### src/rtl/basic_gates_pkg.sv
// Shared constants and a truth-table reference model for the basic_gates block.
package basic_gates_pkg;

  localparam int NUM_GATES = 7;

  localparam int G_AND  = 0;
  localparam int G_OR   = 1;
  localparam int G_NOT  = 2;
  localparam int G_NAND = 3;
  localparam int G_NOR  = 4;
  localparam int G_XOR  = 5;
  localparam int G_XNOR = 6;

  localparam int MODEL_W = 32;

  typedef logic [MODEL_W-1:0]                  gate_vec_t;
  typedef logic [NUM_GATES-1:0][MODEL_W-1:0]   gate_set_t;

  // Built from the truth table rather than operators so it is an independent reference.
  function automatic gate_set_t gate_model(input gate_vec_t a, input gate_vec_t b);
    gate_set_t  r;
    logic [6:0] row;
    r = '0;
    for (int i = 0; i < MODEL_W; i++) begin
      case ({a[i], b[i]})
        2'b00:   row = 7'b0011101;
        2'b01:   row = 7'b0111010;
        2'b10:   row = 7'b0101010;
        default: row = 7'b1100001;
      endcase
      r[G_AND][i]  = row[6];
      r[G_OR][i]   = row[5];
      r[G_NOT][i]  = row[4];
      r[G_NAND][i] = row[3];
      r[G_NOR][i]  = row[2];
      r[G_XOR][i]  = row[1];
      r[G_XNOR][i] = row[0];
    end
    return r;
  endfunction

endpackage

### src/rtl/basic_gates_lane.sv
// One-bit combinational slice producing all seven basic gate functions.
module basic_gates_lane (
  input  logic a,
  input  logic b,
  output logic and_y,
  output logic or_y,
  output logic not_y,
  output logic nand_y,
  output logic nor_y,
  output logic xor_y,
  output logic xnor_y
);

  assign and_y  = a & b;
  assign or_y   = a | b;
  assign not_y  = ~a;
  assign nand_y = ~(a & b);
  assign nor_y  = ~(a | b);
  assign xor_y  = a ^ b;
  assign xnor_y = ~(a ^ b);

endmodule

### src/rtl/basic_gates_sync.sv
// Registered bitwise gate unit; one-cycle latency with valid flag.
// Optional registered reduction outputs enabled by BASIC_GATES_REDUCE_EN.
module basic_gates_sync
  import basic_gates_pkg::*;
#(
  parameter int WIDTH = 1
) (
  input  logic             clk,
  input  logic             rst,
  input  logic             in_valid,
  input  logic [WIDTH-1:0] a,
  input  logic [WIDTH-1:0] b,
  output logic             out_valid,
  output logic [WIDTH-1:0] and_out,
  output logic [WIDTH-1:0] or_out,
  output logic [WIDTH-1:0] not_a,
  output logic [WIDTH-1:0] nand_out,
  output logic [WIDTH-1:0] nor_out,
  output logic [WIDTH-1:0] xor_out,
`ifdef BASIC_GATES_REDUCE_EN
  output logic             red_and,
  output logic             red_or,
  output logic             red_xor,
`endif
  output logic [WIDTH-1:0] xnor_out
);

  logic [WIDTH-1:0] and_p0, or_p0, not_p0, nand_p0, nor_p0, xor_p0, xnor_p0;
  logic [WIDTH-1:0] and_p1, or_p1, not_p1, nand_p1, nor_p1, xor_p1, xnor_p1;
  logic             vld_p1;

  // Stage p0: combinational gate lanes
  for (genvar i = 0; i < WIDTH; i++) begin : g_lane
    basic_gates_lane u_lane (
      .a      (a[i]),
      .b      (b[i]),
      .and_y  (and_p0[i]),
      .or_y   (or_p0[i]),
      .not_y  (not_p0[i]),
      .nand_y (nand_p0[i]),
      .nor_y  (nor_p0[i]),
      .xor_y  (xor_p0[i]),
      .xnor_y (xnor_p0[i])
    );
  end

  // Stage p1: result registers; reset clears data too so inverted outputs read 0
  always_ff @(posedge clk) begin
    if (rst) begin
      vld_p1  <= 1'b0;
      and_p1  <= '0;
      or_p1   <= '0;
      not_p1  <= '0;
      nand_p1 <= '0;
      nor_p1  <= '0;
      xor_p1  <= '0;
      xnor_p1 <= '0;
    end else begin
      vld_p1 <= in_valid;
      if (in_valid) begin
        and_p1  <= and_p0;
        or_p1   <= or_p0;
        not_p1  <= not_p0;
        nand_p1 <= nand_p0;
        nor_p1  <= nor_p0;
        xor_p1  <= xor_p0;
        xnor_p1 <= xnor_p0;
      end
    end
  end

`ifdef BASIC_GATES_REDUCE_EN
  logic red_and_p1, red_or_p1, red_xor_p1;

  always_ff @(posedge clk) begin
    if (rst) begin
      red_and_p1 <= 1'b0;
      red_or_p1  <= 1'b0;
      red_xor_p1 <= 1'b0;
    end else if (in_valid) begin
      red_and_p1 <= &and_p0;
      red_or_p1  <= |or_p0;
      red_xor_p1 <= ^xor_p0;
    end
  end

  assign red_and = red_and_p1;
  assign red_or  = red_or_p1;
  assign red_xor = red_xor_p1;
`endif

  assign out_valid = vld_p1;
  assign and_out   = and_p1;
  assign or_out    = or_p1;
  assign not_a     = not_p1;
  assign nand_out  = nand_p1;
  assign nor_out   = nor_p1;
  assign xor_out   = xor_p1;
  assign xnor_out  = xnor_p1;

endmodule

### config.mk
export PLATFORM = sky130hd
export DESIGN_NAME = basic_gates_sync
export DESIGN_NICKNAME = d
export VERILOG_FILES = /design/src/rtl/basic_gates_pkg.sv /design/src/rtl/basic_gates_lane.sv /design/src/rtl/basic_gates_sync.sv
export SDC_FILE = /design/constraint.sdc
export NUM_CORES = 1
export LEC_CHECK = 0
export CAP_MARGIN = 20
export CORE_AREA = 2 2 39 41
export CTS_CLUSTER_DIAMETER = 60
export DETAILED_ROUTE_END_ITERATION = 10
export DIE_AREA = 0 0 41 43
export GPL_ROUTABILITY_DRIVEN = 0
export PLACE_DENSITY = 0.55
export SYNTH_ARGS = -nofsm -noshare
export SYNTH_HDL_FRONTEND = slang
export SYNTH_SLANG_ARGS = --single-unit
### constraint.sdc
create_clock -name clk -period 2.24 [get_ports clk]
set_input_delay 0.672 -clock clk [delete_from_list [all_inputs] [get_ports clk]]
set_output_delay 0.672 -clock clk [all_outputs]
set_load 0.03 [all_outputs]
Yosys cells after proc, flatten, opt, wreduce, memory -nomap -nowiden --
Index checks and enable logic that the tools add are counted.
Word-level totals: register bits 8, input bits 5, output and inout port bits 8, logic and storage cells 15
Operators by class: bitwise gates (word level) 7
Operators by type and width (number):
- $not 1->1 | 4
- $and 1x1->1 | 1
- $or 1x1->1 | 1
- $xor 1x1->1 | 1

Depth between registers and ports, before layout --
depth in word-level cells 2, depth in mapped cells 4, mapped depth without buffers 4

Hierarchy --
From an unflattened synthesis, not the netlist that was laid out.
Unflattened totals: cells, all modules 34, area total of the unflattened synthesis 346.6 sq um
Modules (own cells, without submodules):
- basic_gates_sync | instances 1, cells an instance 25, area each 277.8 sq um, seq. area each 160.2 sq um
- basic_gates_lane | instances 1, cells an instance 9, area each 68.8 sq um, seq. area each 0.0 sq um

Worst setup path after synthesis --
Ideal clock, no wire load.
path kind input -> register, start input a, end register xor_p1, in the netlist xor_out, library setup time 0.119 ns, data arrival time 1.176 ns, slack 0.945 ns, cell stages on the path 4, path buffers 0, cell sequence inv_1 -> ha_1 -> mux2i_1 -> nor2_1
Between the ends: longest elaborated chain between the ends 1
Ends and longest elaborated chain:
- start: declaration | RTL line basic_gates_sync.sv:11 | input logic [WIDTH-1:0] a,
- $xor 1x1->1 | RTL line basic_gates_lane.sv:19 | assign xor_y = a ^ b;
- via g_lane[0].u_lane.xor_y | RTL line basic_gates_lane.sv:10 | output logic xor_y,
- end signal: assignment | RTL line basic_gates_sync.sv:66 | xor_p1 <= xor_p0;
- end: declaration | RTL line basic_gates_sync.sv:29 | logic [WIDTH-1:0] and_p1, or_p1, not_p1, nand_p1, nor_p1, xor_p1, xnor_p1;
The timed path passes the listed nets, and every way through them passes these cells. A chain may end at the register's enable or synchronous reset.

Worst setup path in the final report --
start register or_p1, in the netlist or_out, end output or_out
RTL lines:
- start: declaration | RTL line basic_gates_sync.sv:29
- start signal: assignment | RTL line basic_gates_sync.sv:62 | or_p1 <= or_p0;
- end: declaration | RTL line basic_gates_sync.sv:15 | output logic [WIDTH-1:0] or_out,
No word-level cell between the ends.

==> impl_metrics.env <==
export IMPL_outcome="finished, final reports clean"
export IMPL_numCtsBuffers=3
export IMPL_grt_max_degree=13
export IMPL_track_usage=0.08844
export IMPL_ys_warn_count=0
export IMPL_clk_root_buffer_cell="clkbuf_4"
export IMPL_rsz0062_at_grt="false"
export IMPL_p_sw_frac=0.2709
export IMPL_p_seq_frac=0.465
export IMPL_die_area_um2=1763
export IMPL_power_frac_clock=0.330
export IMPL_p_leak_uw=0.0002061
export IMPL_ioPinCount=13
export IMPL_post_cts_repair_setup_buffers=0
export IMPL_antenna_found_initial=0
export IMPL_layout_drive_gt1_share=0.1364
export IMPL_max_slew_margin=0.6575
export IMPL_drtIter0Drc=0
export IMPL_path_delay_family="buffers and inverters"
export IMPL_die_x_um=41
export IMPL_fin_nets=55
export IMPL_htree_num_levels=1
export IMPL_io_buffers=12
export IMPL_fin_skew_ns=0
export IMPL_slowest_delay_ns=0.67
export IMPL_diodes=0
export IMPL_top_layer="met4"
export IMPL_p_int_uw=244.0
export IMPL_netlist_area_um2=341.6
export IMPL_cts_tree="yes"
export IMPL_fp_row_count=14
export IMPL_maxCapViolCount=0
export IMPL_layout_common_cells="clkdlybuf4s50_1 (12), dfxtp_1 (8), nor2_1 (7), ha_1 (4)"
export IMPL_cts_resized_gates=0
export IMPL_cts_hold_buf=0
export IMPL_finalHoldViolCount=0
export IMPL_ys_ff_latch=8
export IMPL_insertion_delay_ns=0.25
export IMPL_cts_path_max_buffers=2
export IMPL_wl_met3_um=45
export IMPL_hpwl_um=437.7
export IMPL_core_um2=1384
export IMPL_syn2layout_area_growth_pct=42.86
export IMPL_fillerInstances=147
export IMPL_grt_pass1_wl_um=952
export IMPL_power_switching_uw=90.66
export IMPL_finalSetupTns_ns=0
export IMPL_remaining_drc_errors=0
export IMPL_viasPerCell=4.183
export IMPL_ys_seq_area_frac=0.4689
export IMPL_combPwrFrac=0.205
export IMPL_crit_type="flop to primary output"
export IMPL_arrival_ns=1.26
export IMPL_finalCritPeriodShare=0.8615
export IMPL_final_common_cell="clkdlybuf4s50_1"
export IMPL_worstSetupEndpointType="primary output"
export IMPL_grt_pass1_vias=226
export IMPL_fmax_mhz=518.2
export IMPL_path_clk_slew_ns=0.06
export IMPL_cp_required_ns=1.57
export IMPL_hold_class="flop to flop"
export IMPL_utilization=0.3526
export IMPL_synth_cell_types=10
export IMPL_cp_max_fo=2
export IMPL_die_height_um=43
export IMPL_wire_per_inst_um=9.883
export IMPL_min_period_ns=1.930
export IMPL_dr_wl_met2_um=265
export IMPL_grt_overflow=0
export IMPL_post_synth_inst_count=31
export IMPL_ant_nets=0
export IMPL_vias=251
export IMPL_drt_pass1_iterations=1
export IMPL_crit_buf_inv=1
export IMPL_p_per_area_nw_per_um2=685.8
export IMPL_cts_sinks=8
export IMPL_syn_nets=40
export IMPL_wl_um=593
export IMPL_startpoint_type="flop"
export IMPL_slew_viol_final=0
export IMPL_worst_slew_pin_transition_ns=0.5121
export IMPL_syn_avg_cell_area_um2=11.02
export IMPL_setup_viol=0
export IMPL_cp_cell_sequence="clkdlybuf4s50_1"
export IMPL_drt_met1_wl_um=271
export IMPL_cp_slowest_cell="clkdlybuf4s50_1"
export IMPL_start_util=0.2468
export IMPL_peakVddDrop_v=0.0001930
[area by class of cell]
type | instances | area [µm²] | area share
flip-flops and latches | 8 | 160.2 | 0.3282
multi-input cells | 19 | 157.7 | 0.3231
repair buffers | 12 | 120.1 | 0.2462
clock buffers | 3 | 22.52 | 0.04615
well taps | 16 | 20.02 | 0.04103
inverters | 2 | 7.507 | 0.01538
[metrics by stage]
step                hold slack (ns)  worst slack (ns)  total power, µW  instances  area, µm²
CTS                          0.5018            0.2967            343.5         60      488.0
finish                       0.4890            0.3102            334.7         60      488.0
global placement             0.4760            0.2973            228.0         57      465.4
global route                 0.5221            0.2657            359.6         60      488.0
detailed placement           0.4914            0.3013            228.0         57      465.4
floorplan                    0.6050            0.9451            200.3         31      341.6
[flip-flops by register name, summed over array words and instances, names as in the netlist]
register and cells:
out_valid 1, not_a 1, or_out 1, xnor_out 1, xor_out 1, nand_out 1, nor_out 1, and_out 1
[power groups by stage]
| stage | sequential (µW) | combinational [µW] | clock, µW |
|---|---|---|---|
| after detailed placement | 159 | 69.1 | 0 |
| after global routing | 157 | 73.8 | 129 |
| final | 156 | 68.5 | 111 |
| after CTS | 156 | 69.6 | 118 |
| after floorplan | 177 | 23.2 | 0 |
| after global placement | 159 | 69.2 | 0 |
[synthesized netlist by cell type]
cell      instances  area [µm²]
a211oi_1          1       7.510
inv_1             2       7.510
a211oi_2          3       37.54
dfxtp_1           8       160.2
clkbuf_2          1       5.000
buf_6             1       11.26
mux2i_1           3       30.03
nor2_1            7       26.28
ha_1              4       50.05
nor2b_1           1       6.260
[layer usage]
| metal | vias to the layer above | GRT usage |
|---|---|---|
| met2 | 6 | 0.09063 |
| met5 | - | 0 |
| met1 | 114 | 0.1097 |
| met3 | 2 | 0.03665 |
| li1 | 129 | - |
| met4 | 0 | 0.1200 |
[worst paths after layout]
kind,cells past startpoint,endpoint,slack [ns],startpoint
max,1,or_out,0.31,or_out
max reg2reg,2,nand_out,1.59,nand_out
min reg2reg,2,nand_out,0.49,nand_out
min,2,nand_out,0.49,nand_out
[cells by family after synthesis]
group                    after synthesis  synth area share
buffers and inverters                  4           0.06959
flip-flops                             8            0.4689
multiplexers                           3           0.08792
AO/OA/AOI/OAI                          4            0.1319
adder cells (fa/ha/maj)                4            0.1465
AND/OR/NAND/NOR                        8           0.09526
Note: power is estimated with default switching activity, not from simulation.
